<file path="src/rtl/mul_share_pkg.sv">
// Shared types and widths for the multiplier-sharing arbiter.
// Operand, product and tag widths, pipeline depth, op/result bundles.
package mul_share_pkg;

    localparam int A_W        = 24;
    localparam int B_W        = 16;
    localparam int P_W        = 40;
    localparam int PIPE_DEPTH = 3;
    localparam int TAG_MAX_W  = 3;

    typedef logic [TAG_MAX_W-1:0] tag_t;

    typedef struct packed {
        logic signed [A_W-1:0] a;
        logic signed [B_W-1:0] b;
        tag_t                  tag;
    } op_t;

    typedef struct packed {
        logic signed [P_W-1:0] p;
        tag_t                  tag;
    } res_t;

endpackage

</file>
<file path="src/rtl/mul_share_arbiter_if.sv">
// Requester/result bundle of the shared multiplier.
// master: requesters (valid, a, b, res_ready); slave: the arbiter.
interface mul_share_arbiter_if #(
    parameter int NUM_REQ = 4
);
    import mul_share_pkg::*;

    logic [NUM_REQ-1:0]     req_valid;
    logic [NUM_REQ-1:0]     req_ready;
    logic [NUM_REQ*A_W-1:0] req_a;
    logic [NUM_REQ*B_W-1:0] req_b;
    logic [NUM_REQ-1:0]     res_valid;
    logic [NUM_REQ-1:0]     res_ready;
    logic signed [P_W-1:0]  res_p;

    modport master (
        output req_valid, req_a, req_b, res_ready,
        input  req_ready, res_valid, res_p
    );

    modport slave (
        input  req_valid, req_a, req_b, res_ready,
        output req_ready, res_valid, res_p
    );

endinterface

</file>
<file path="src/rtl/mul_share_rr_pick.sv">
// Combinational round-robin picker: first set req at or after rr_ptr+1.
// Ports: req, rr_ptr in; one-hot grant, encoded idx, any out.
module mul_share_rr_pick #(
    parameter int NUM_REQ = 4,
    parameter int TAG_W   = $clog2(NUM_REQ)
) (
    input  logic [NUM_REQ-1:0] req,
    input  logic [TAG_W-1:0]   rr_ptr,
    output logic [NUM_REQ-1:0] grant,
    output logic [TAG_W-1:0]   idx,
    output logic               any
);

    always_comb begin
        int               c;
        logic [TAG_W-1:0] ci;
        grant = '0;
        idx   = '0;
        any   = 1'b0;
        c     = 0;
        ci    = '0;
        for (int k = 1; k <= NUM_REQ; k++) begin
            c  = (int'(rr_ptr) + k) % NUM_REQ;
            ci = TAG_W'(c);
            if (!any && req[ci]) begin
                any       = 1'b1;
                grant[ci] = 1'b1;
                idx       = ci;
            end
        end
    end

endmodule

</file>
<file path="src/rtl/mul_share_arbiter.sv">
// One pipelined signed 24x16 multiplier shared round-robin by NUM_REQ
// requesters; tagged results return to their owner, any result stall
// freezes the whole pipe via ce.
// Ports: ap_clk, ap_rst_n (async, low), bus (slave modport),
// stat_done_cnt (retire count when MUL_SHARE_STATS_EN is defined, else 0).
module mul_share_arbiter
    import mul_share_pkg::*;
#(
    parameter int NUM_REQ = 4,
    parameter int TAG_W   = $clog2(NUM_REQ)
) (
    input  logic                ap_clk,
    input  logic                ap_rst_n,
    mul_share_arbiter_if.slave  bus,
    output logic [31:0]         stat_done_cnt
);

    logic [NUM_REQ-1:0]    grant;
    logic [TAG_W-1:0]      pick_idx;
    logic [TAG_W-1:0]      rr_ptr;
    logic [TAG_W-1:0]      head_idx;
    logic                  any;
    logic                  ce;

    logic signed [A_W-1:0] a_arr [NUM_REQ];
    logic signed [B_W-1:0] b_arr [NUM_REQ];

    // vld[0]=issue, vld[1]=operand reg, vld[2]=product reg
    logic [PIPE_DEPTH-1:0] vld;
    op_t                   iss;
    tag_t                  tag1;
    logic signed [A_W-1:0] mul_a;
    logic signed [B_W-1:0] mul_b;
    res_t                  s2;

    for (genvar i = 0; i < NUM_REQ; i++) begin : g_slice
        assign a_arr[i] = bus.req_a[i*A_W +: A_W];
        assign b_arr[i] = bus.req_b[i*B_W +: B_W];
        assign bus.res_valid[i] = vld[PIPE_DEPTH-1]
                                & (s2.tag == tag_t'(i));
    end

    mul_share_rr_pick #(
        .NUM_REQ (NUM_REQ),
        .TAG_W   (TAG_W)
    ) u_pick (
        .req    (bus.req_valid),
        .rr_ptr (rr_ptr),
        .grant  (grant),
        .idx    (pick_idx),
        .any    (any)
    );

    // Only the addressed requester's res_ready can stall the pipe.
    assign head_idx      = TAG_W'(s2.tag);
    assign ce            = ~(vld[PIPE_DEPTH-1] & ~bus.res_ready[head_idx]);
    assign bus.req_ready = grant & {NUM_REQ{ce}};
    assign bus.res_p     = s2.p;

    always_ff @(posedge ap_clk or negedge ap_rst_n) begin
        if (!ap_rst_n) begin
            vld    <= '0;
            rr_ptr <= TAG_W'(NUM_REQ - 1);
        end else if (ce) begin
            vld <= {vld[PIPE_DEPTH-2:0], any};
            if (any) rr_ptr <= pick_idx;
        end
    end

    // Datapath and tags carry no reset; the vld bits qualify them.
    always_ff @(posedge ap_clk) begin
        if (ce) begin
            if (any) begin
                iss.a   <= a_arr[pick_idx];
                iss.b   <= b_arr[pick_idx];
                iss.tag <= tag_t'(pick_idx);
            end
            mul_a <= iss.a;
            mul_b <= iss.b;
            tag1  <= iss.tag;
            s2.p  <= $signed({{(P_W-A_W){mul_a[A_W-1]}}, mul_a})
                   * $signed({{(P_W-B_W){mul_b[B_W-1]}}, mul_b});
            s2.tag <= tag1;
        end
    end

`ifdef MUL_SHARE_STATS_EN
    always_ff @(posedge ap_clk or negedge ap_rst_n) begin
        if (!ap_rst_n)
            stat_done_cnt <= '0;
        else if (vld[PIPE_DEPTH-1] & ce)
            stat_done_cnt <= stat_done_cnt + 32'd1;
    end
`else
    assign stat_done_cnt = '0;
`endif

endmodule

</file>
<file path="src/flat_wrapper.sv">
// flat-port wrapper written by rule: the top's interface ports become plain ports
module mul_share_arbiter_flat import mul_share_pkg::*;
#(
    parameter int NUM_REQ = 4,
    parameter int TAG_W   = $clog2(NUM_REQ)
)
  (ap_clk, ap_rst_n, stat_done_cnt, bus_req_valid, bus_req_a, bus_req_b, bus_res_ready, bus_req_ready, bus_res_valid, bus_res_p);
  mul_share_arbiter_if #(.NUM_REQ(NUM_REQ)) bus_i ();
  input  logic ap_clk;
  input  logic ap_rst_n;
  output logic [31:0] stat_done_cnt;
  input wire logic [$bits(bus_i.req_valid)-1:0] bus_req_valid;
  input wire logic [$bits(bus_i.req_a)-1:0] bus_req_a;
  input wire logic [$bits(bus_i.req_b)-1:0] bus_req_b;
  input wire logic [$bits(bus_i.res_ready)-1:0] bus_res_ready;
  output wire logic [$bits(bus_i.req_ready)-1:0] bus_req_ready;
  output wire logic [$bits(bus_i.res_valid)-1:0] bus_res_valid;
  output wire logic [$bits(bus_i.res_p)-1:0] bus_res_p;
  assign bus_i.req_valid = bus_req_valid;
  assign bus_i.req_a = bus_req_a;
  assign bus_i.req_b = bus_req_b;
  assign bus_i.res_ready = bus_res_ready;
  assign bus_req_ready = bus_i.req_ready;
  assign bus_res_valid = bus_i.res_valid;
  assign bus_res_p = bus_i.res_p;
  mul_share_arbiter #(.NUM_REQ(NUM_REQ), .TAG_W(TAG_W)) u_core (.ap_clk(ap_clk), .ap_rst_n(ap_rst_n), .bus(bus_i), .stat_done_cnt(stat_done_cnt));
endmodule
</file>
<file path="config.mk">
export PLATFORM = sky130hd
export DESIGN_NAME = mul_share_arbiter_flat
export DESIGN_NICKNAME = d
export VERILOG_FILES = /design/src/rtl/mul_share_pkg.sv /design/src/rtl/mul_share_arbiter_if.sv /design/src/rtl/mul_share_rr_pick.sv /design/src/rtl/mul_share_arbiter.sv /design/src/flat_wrapper.sv
export SDC_FILE = /design/constraint.sdc
export NUM_CORES = 1
export LEC_CHECK = 0
export ABC_AREA = 1
export CAP_MARGIN = 5
export CORE_MARGIN = 2
export CORE_UTILIZATION = 45
export DETAILED_ROUTE_END_ITERATION = 12
export PLACE_DENSITY_LB_ADDON = 0.2
export SYNTH_ARGS = -nofsm -noshare
export SYNTH_HDL_FRONTEND = slang
export SYNTH_SLANG_ARGS = --single-unit
export TNS_END_PERCENT = 5
</file>
<file path="constraint.sdc">
create_clock -name ap_clk -period 5.85 [get_ports ap_clk]
set_input_delay 0.8775 -clock ap_clk [delete_from_list [all_inputs] [get_ports ap_clk]]
set_output_delay 0.8775 -clock ap_clk [all_outputs]
set_load 0.03 [all_outputs]
</file>
* After elaboration in Yosys (flattened, before gate mapping)
Cells that the tools add are included.
** Storage, ports and cells
- Register bits after elaboration :: 131
- Bits in latches :: 0
- Bits in writable memories :: 0
- Bits in read-only memories :: 0
- Bits of input ports :: 170
- Output and inout bits :: 80
- Word-level logic and storage cells :: 88
- Memories :: 0
** Cells by class
- Add/sub/neg operators :: 4
- $mul :: 1
- Divide/modulo/power cells :: 0
- Magnitude comparators :: 10
- Equal/unequal tests :: 3
- Shifts and indexed selects :: 0
- Muxes and demuxes :: 36
- Bitwise operators :: 12
- Reductions and logical operators :: 12
** Operator list (number)
- 24-bit binary-select mux with 2-bit select :: 1
- 24-bit 2-to-1 mux :: 2
- 24-bit by 16-bit multiplier with 40-bit output :: 1
- 16-bit binary-select mux with 2-bit select :: 1
- 16-bit 2-to-1 mux :: 2
- 4-bit 2-to-1 mux :: 4
- 2-bit by 3-bit < comparator with 1-bit output, second input constant :: 5
- 1-bit 2-to-1 mux :: 13
- 4-bit OR :: 3
- 1-bit binary-select mux with 2-bit select :: 5
- 1-bit demux with 2-bit select :: 4
- 2-bit by 1-bit >= comparator with 1-bit output, second input constant :: 4
- 2-bit 2-to-1 mux :: 4
- 1-bit logical AND :: 7
- 1-bit bitwise AND :: 5
- 2-bit by 1-bit adder with 2-bit output, second input constant :: 2
- 2-bit adder, second input constant :: 2
- 4-bit bitwise AND :: 1
- 2-bit equality test, second input constant :: 2
- 3-bit >= comparator, second input constant :: 1
- 1-bit zero test :: 3
- 3-bit zero test :: 1
- 2-bit inverter with 3-bit output :: 1
- 2-bit by 1-bit equality test with 1-bit output, second input constant :: 1
- 2 further kinds :: 3

* Longest topological paths before layout
- Depth after elaboration :: 17
- Mapped depth :: 29
- Depth with buffers taken out :: 27

* Cells and area by module
From an unflattened synthesis, not the netlist that was laid out.
** Unflattened totals
- Cells, all modules :: 2570
- Area total of the unflattened synthesis :: 21013.9 um2
** By module, submodules not included
- mul_share_arbiter :: times used 1, cells each 2489, area an instance 20478.4 um2, seq. area each 3911.3 um2
- mul_share_rr_pick :: times used 1, cells each 81, area an instance 535.5 um2, seq. area each 0.0 um2

* Least setup slack after synthesis
OpenSTA, ideal clock, no wires.
- Path kind :: reg-to-reg
- From :: register u_core.mul_a[23]
- To :: register u_core.s2, in the netlist u_core.bus.res_p[39] (data pin)
- Library setup time :: 0.254 ns
- Data arrival time :: 5.339 ns
- Data required time :: 5.596 ns
- Path slack :: 0.258 ns
- Cell stages (with the launch flop) :: 22
- Path buffers :: 1
- Clock period less this slack :: 5.592 ns
- Path through :: edfxtp_1 > clkbuf_1 > nand2_1 > fa_1 > inv_1 > fa_1 > inv_1 > fa_1 > inv_1 > fa_1 > inv_1 > fa_1 > inv_1 > fa_1 > ha_1 > nand2_1 > nor3_1 > nand2_1 > nor2_1 > nand4_1 > nand4_1 > nand2_1
** On the way
- Word-level cells in the longest chain between the ends :: 1
** Ends and longest elaborated chain
- start, declared :: RTL line mul_share_arbiter.sv:32 : logic signed [A_W-1:0] mul_a;
- start signal, assigned :: RTL line mul_share_arbiter.sv:78 : mul_a <= iss.a;
- 24-bit by 16-bit multiplier with 40-bit output :: RTL line mul_share_arbiter.sv:82 : * $signed({{(P_W-B_W){mul_b[B_W-1]}}, mul_b});
- end, declared :: RTL line mul_share_arbiter.sv:34 : res_t s2;
No other way between the ends.
A chain may end at the register's enable or synchronous reset.

* Final worst setup path
- From :: register u_core.mul_b[1]
- To :: register u_core.s2, in the netlist u_core.bus.res_p[37] (data pin)
** On the way
- Word-level cells in the longest chain between the ends :: 1
** Ends and longest elaborated chain
- start, declared :: RTL line mul_share_arbiter.sv:33 : logic signed [B_W-1:0] mul_b;
- start signal, assigned :: RTL line mul_share_arbiter.sv:79 : mul_b <= iss.b;
- 24-bit by 16-bit multiplier with 40-bit output :: RTL line mul_share_arbiter.sv:82
No other way between the ends.

==> results by group <==
Setup path
  • Worst r2r src: u_core.mul_b[1]
  • FF-to-FF setup slack: around 0.18 ns
  • Worst Reg-to-Reg Cells: 21
  • Crit Path Max Fanout: 10
  • Worst Setup Path Type: reg -> reg
  • Critical path required time: between 6 and 7 ns
  • Crit start category: flip-flop
  • CP endpoint kind: flip-flop
  • Arrival time at the worst endpoint: approximately 6 ns
  • Reg-to-reg critical path endpoint: u_core.bus.res_p[37]

GRT
  • Largest net degree at the start of global routing: between 80 and 90
  • Total gr overflow: 0
  • Overall Global Routing Usage: between 20% and 30%
  • First-pass GRT wire length: 96,500 um
  • Vias in the first global route: slightly below 20,000
  • Initial antenna violation count: 1

STA
  • Worst-Margin Slew: 0.868 ns
  • Worst Skew: between 0.02 and 0.025 ns
  • RSZ-0062 raised after global routing: yes
  • Worst relative slew slack: 42.1%
  • Fmax: 176 MHz
  • Final hold slack: 0.418 ns
  • Fin crit period: approximately 5.7 ns
  • Final Hold Fails: 0
  • Setup TNS: 0 ns
  • Fin. max-slew vios: 0
  • Fin crit share: 96.9%
  • Final setup violation count: 0

Drt
  • Post-route DRC: 0
  • Wire per inst: between 15 and 20 um
  • Routed via count: around 18,000
  • DRT Pass-1 Iters: 7
  • First DRT Iteration DRCs: about 1,200
  • Routed Antenna Nets: 0
  • Detailed Route WL: about 59,000 um
  • Vias/cell: roughly 4.9

Logic synthesis
  • Flops & latches, synth: between 100 and 150
  • Ys flop type: edfxtp_1
  • Cell variety after synth: 37
  • Ys async rst share: under 10%
  • EDFF count, synth: between 100 and 150
  • Register area share after synthesis: between 10% and 20%
  • YS warnings: 0
  • Avg Inst Size Synth: approximately 7.8 sq um
  • Synth Instances: roughly 2,800
  • Post-synthesis cell area: roughly 0.022 sq mm

Clock tree
  • Sink Count: 131
  • Cts hold-fix bufs: 0
  • H-tree depth: 4
  • CTS root buf: clkbuf_16
  • Num CTS Buffers: 17
  • CTS tree: built
  • Clk pin slew, worst setup/hold paths: roughly 0.08 ns
  • Max Root-Sink Buffers: 2
  • Clock Latency Late Sink: approximately 0.48 ns

Layout
  • Fill cells: between 4,000 and 5,000
  • # diodes: 0
  • Most frequent cells in the layout: 825 x inv_1, 763 x nand2_1, 370 x fa_1, 217 x clkdlybuf4s50_1, 167 x nand3_1
  • Area delta synth->final: 20.1%
  • NumNets Final: 3,687
  • Share of layout cells above drive strength 1: under 10%
  • Commonest non-fill, non-tap cell in the layout: inv_1

Worst hold path
  • Hold_sp: u_core.iss[36]
  • Cells on Worst Hold Path: 0
  • Hold Path Sink: u_core.mul_a[17]
  • Worst hold-check path type: reg -> reg

Status
  • Status: complete, no violations

Place
  • GP Congestion: ~0.96
  • Quantity of I/O buffers inserted on ports: roughly 220
  • DPL Wire Length: about 47,000 um

Floorplan
  • Chip Width: about 220 um
  • Chip Height: between 200 and 250 um
  • Starting Density: between 40% and 50%
  • Rows: 80
  • Top-level I/O count: 250
  • Core area: approximately 0.048 sq mm
  • Die area: 0.0502 sq mm

Job
  • Max-cap violations: 0
## metal layers
| metal | vias to the layer above | global-route usage, % | wire length, um |
|---|---|---|---|
| met1 | 8864 | 29.5 | 23500 |
| met4 | 0 | 10.0 | 2090 |
| met2 | 542 | 44.9 | 30200 |
| met5 | - | 0 | 0 |
| li1 | 8433 | - | - |
| met3 | 134 | 3.27 | 2710 |
## cells by family after synthesis
group / Yosys count / synth area share, %
flip-flops: 131 / 17.9
XOR/XNOR: 22 / 0.884
buffers and inverters: 970 / 17.8
other: 1 / 0.0172
AO/OA/AOI/OAI: 61 / 1.60
AND/OR/NAND/NOR: 1120 / 21.5
adder cells (fa/ha/maj): 478 / 40.3
## stage by stage
step / area (sq um) / worst slack (ns) / instances / util [%]
after floorplan: 21900 / 0.258 / 2814 / -
after global placement: 25200 / 0.0605 / 3617 / 52.7
after detailed placement: 25200 / 0.00960 / 3617 / 52.7
after CTS: 25800 / 0.0407 / 3649 / 53.9
after global routing: 26200 / -0.0644 / 3667 / 54.9
final: 26200 / 0.179 / 3667 / 54.9
## cell type report
cell class / instances / area [sq um] / area share [%]
multi-input combinational: 1713 / 14400 / 55.0
clock buffer: 17 / 425 / 1.62
tap: 615 / 769 / 2.94
clock inverter: 15 / 146 / 0.559
sequential: 131 / 3910 / 14.9
inverter: 830 / 3120 / 11.9
timing repair buffer: 346 / 3410 / 13.0
## synthesized netlist by cell type (3+ instances only)
library cell / instances / area, sq um
inv_1: 827 / 3100
nand2_1: 774 / 2910
fa_1: 374 / 7490
nand3_1: 170 / 851
edfxtp_1: 126 / 3780
ha_1: 104 / 1300
nor2_1: 93 / 349
clkbuf_1: 75 / 282
buf_4: 42 / 315
nand3b_1: 41 / 308
a21oi_1: 30 / 150
xor2_1: 18 / 158
buf_2: 16 / 80.1
nor3_1: 14 / 70.1
nand4_1: 12 / 75.1
o21ai_0: 11 / 55.1
o21bai_1: 11 / 82.6
buf_6: 7 / 78.8
nand2_2: 4 / 25.0
or2_2: 4 / 25.0
xnor2_1: 4 / 35.0
dfrtp_1: 3 / 75.1
nand2_4: 3 / 33.8
## worst max-delay path: stages, from the launching register on
cell and delay, ns:
edfxtp_1 0.51, buf_4 0.21, clkbuf_16 0.17, nand2_1 0.08, fa_1 0.51, fa_1 0.47, fa_1 0.55, inv_1 0.05
fa_1 0.49, fa_1 0.52, inv_1 0.06, fa_1 0.47, inv_1 0.04, ha_2 0.36, nand2_1 0.11, nor2_2 0.11
buf_4 0.12, nand2_1 0.07, nor2_2 0.14, nand3_1 0.15, nand4_1 0.14, nand2_1 0.07
## worst max path at each step
stage | start | end | slack (ns)
after floorplan | u_core.mul_a[23] | u_core.bus.res_p[39] | 0.26
after global placement | u_core.mul_a[23] | u_core.bus.res_p[36] | 0.06
after detailed placement | u_core.mul_a[23] | u_core.bus.res_p[36] | 0.01
after CTS | u_core.mul_a[23] | u_core.bus.res_p[36] | 0.04
after global routing | u_core.mul_b[1] | u_core.bus.res_p[27] | -0.06
final | u_core.mul_b[1] | u_core.bus.res_p[37] | 0.18
## state kept, by name (all words and copies together) (netlist names)
register and cells:
u_core.bus.res_p 40, u_core.head_idx 2, u_core.iss 42, u_core.mul_a 24, u_core.mul_b 16, u_core.rr_ptr 2
u_core.tag1 2, u_core.vld 3
## what timing repair did
item,CTS,global route
cloned,0,1
pin swaps,0,7
endpoints found under the setup margin,2,24
buffers inserted,0,17
gates resized for setup,2,71
Power is left out: the tool's default activity adds up to more than one toggle a clock period on the data nets, which glitch-free logic cannot reach.
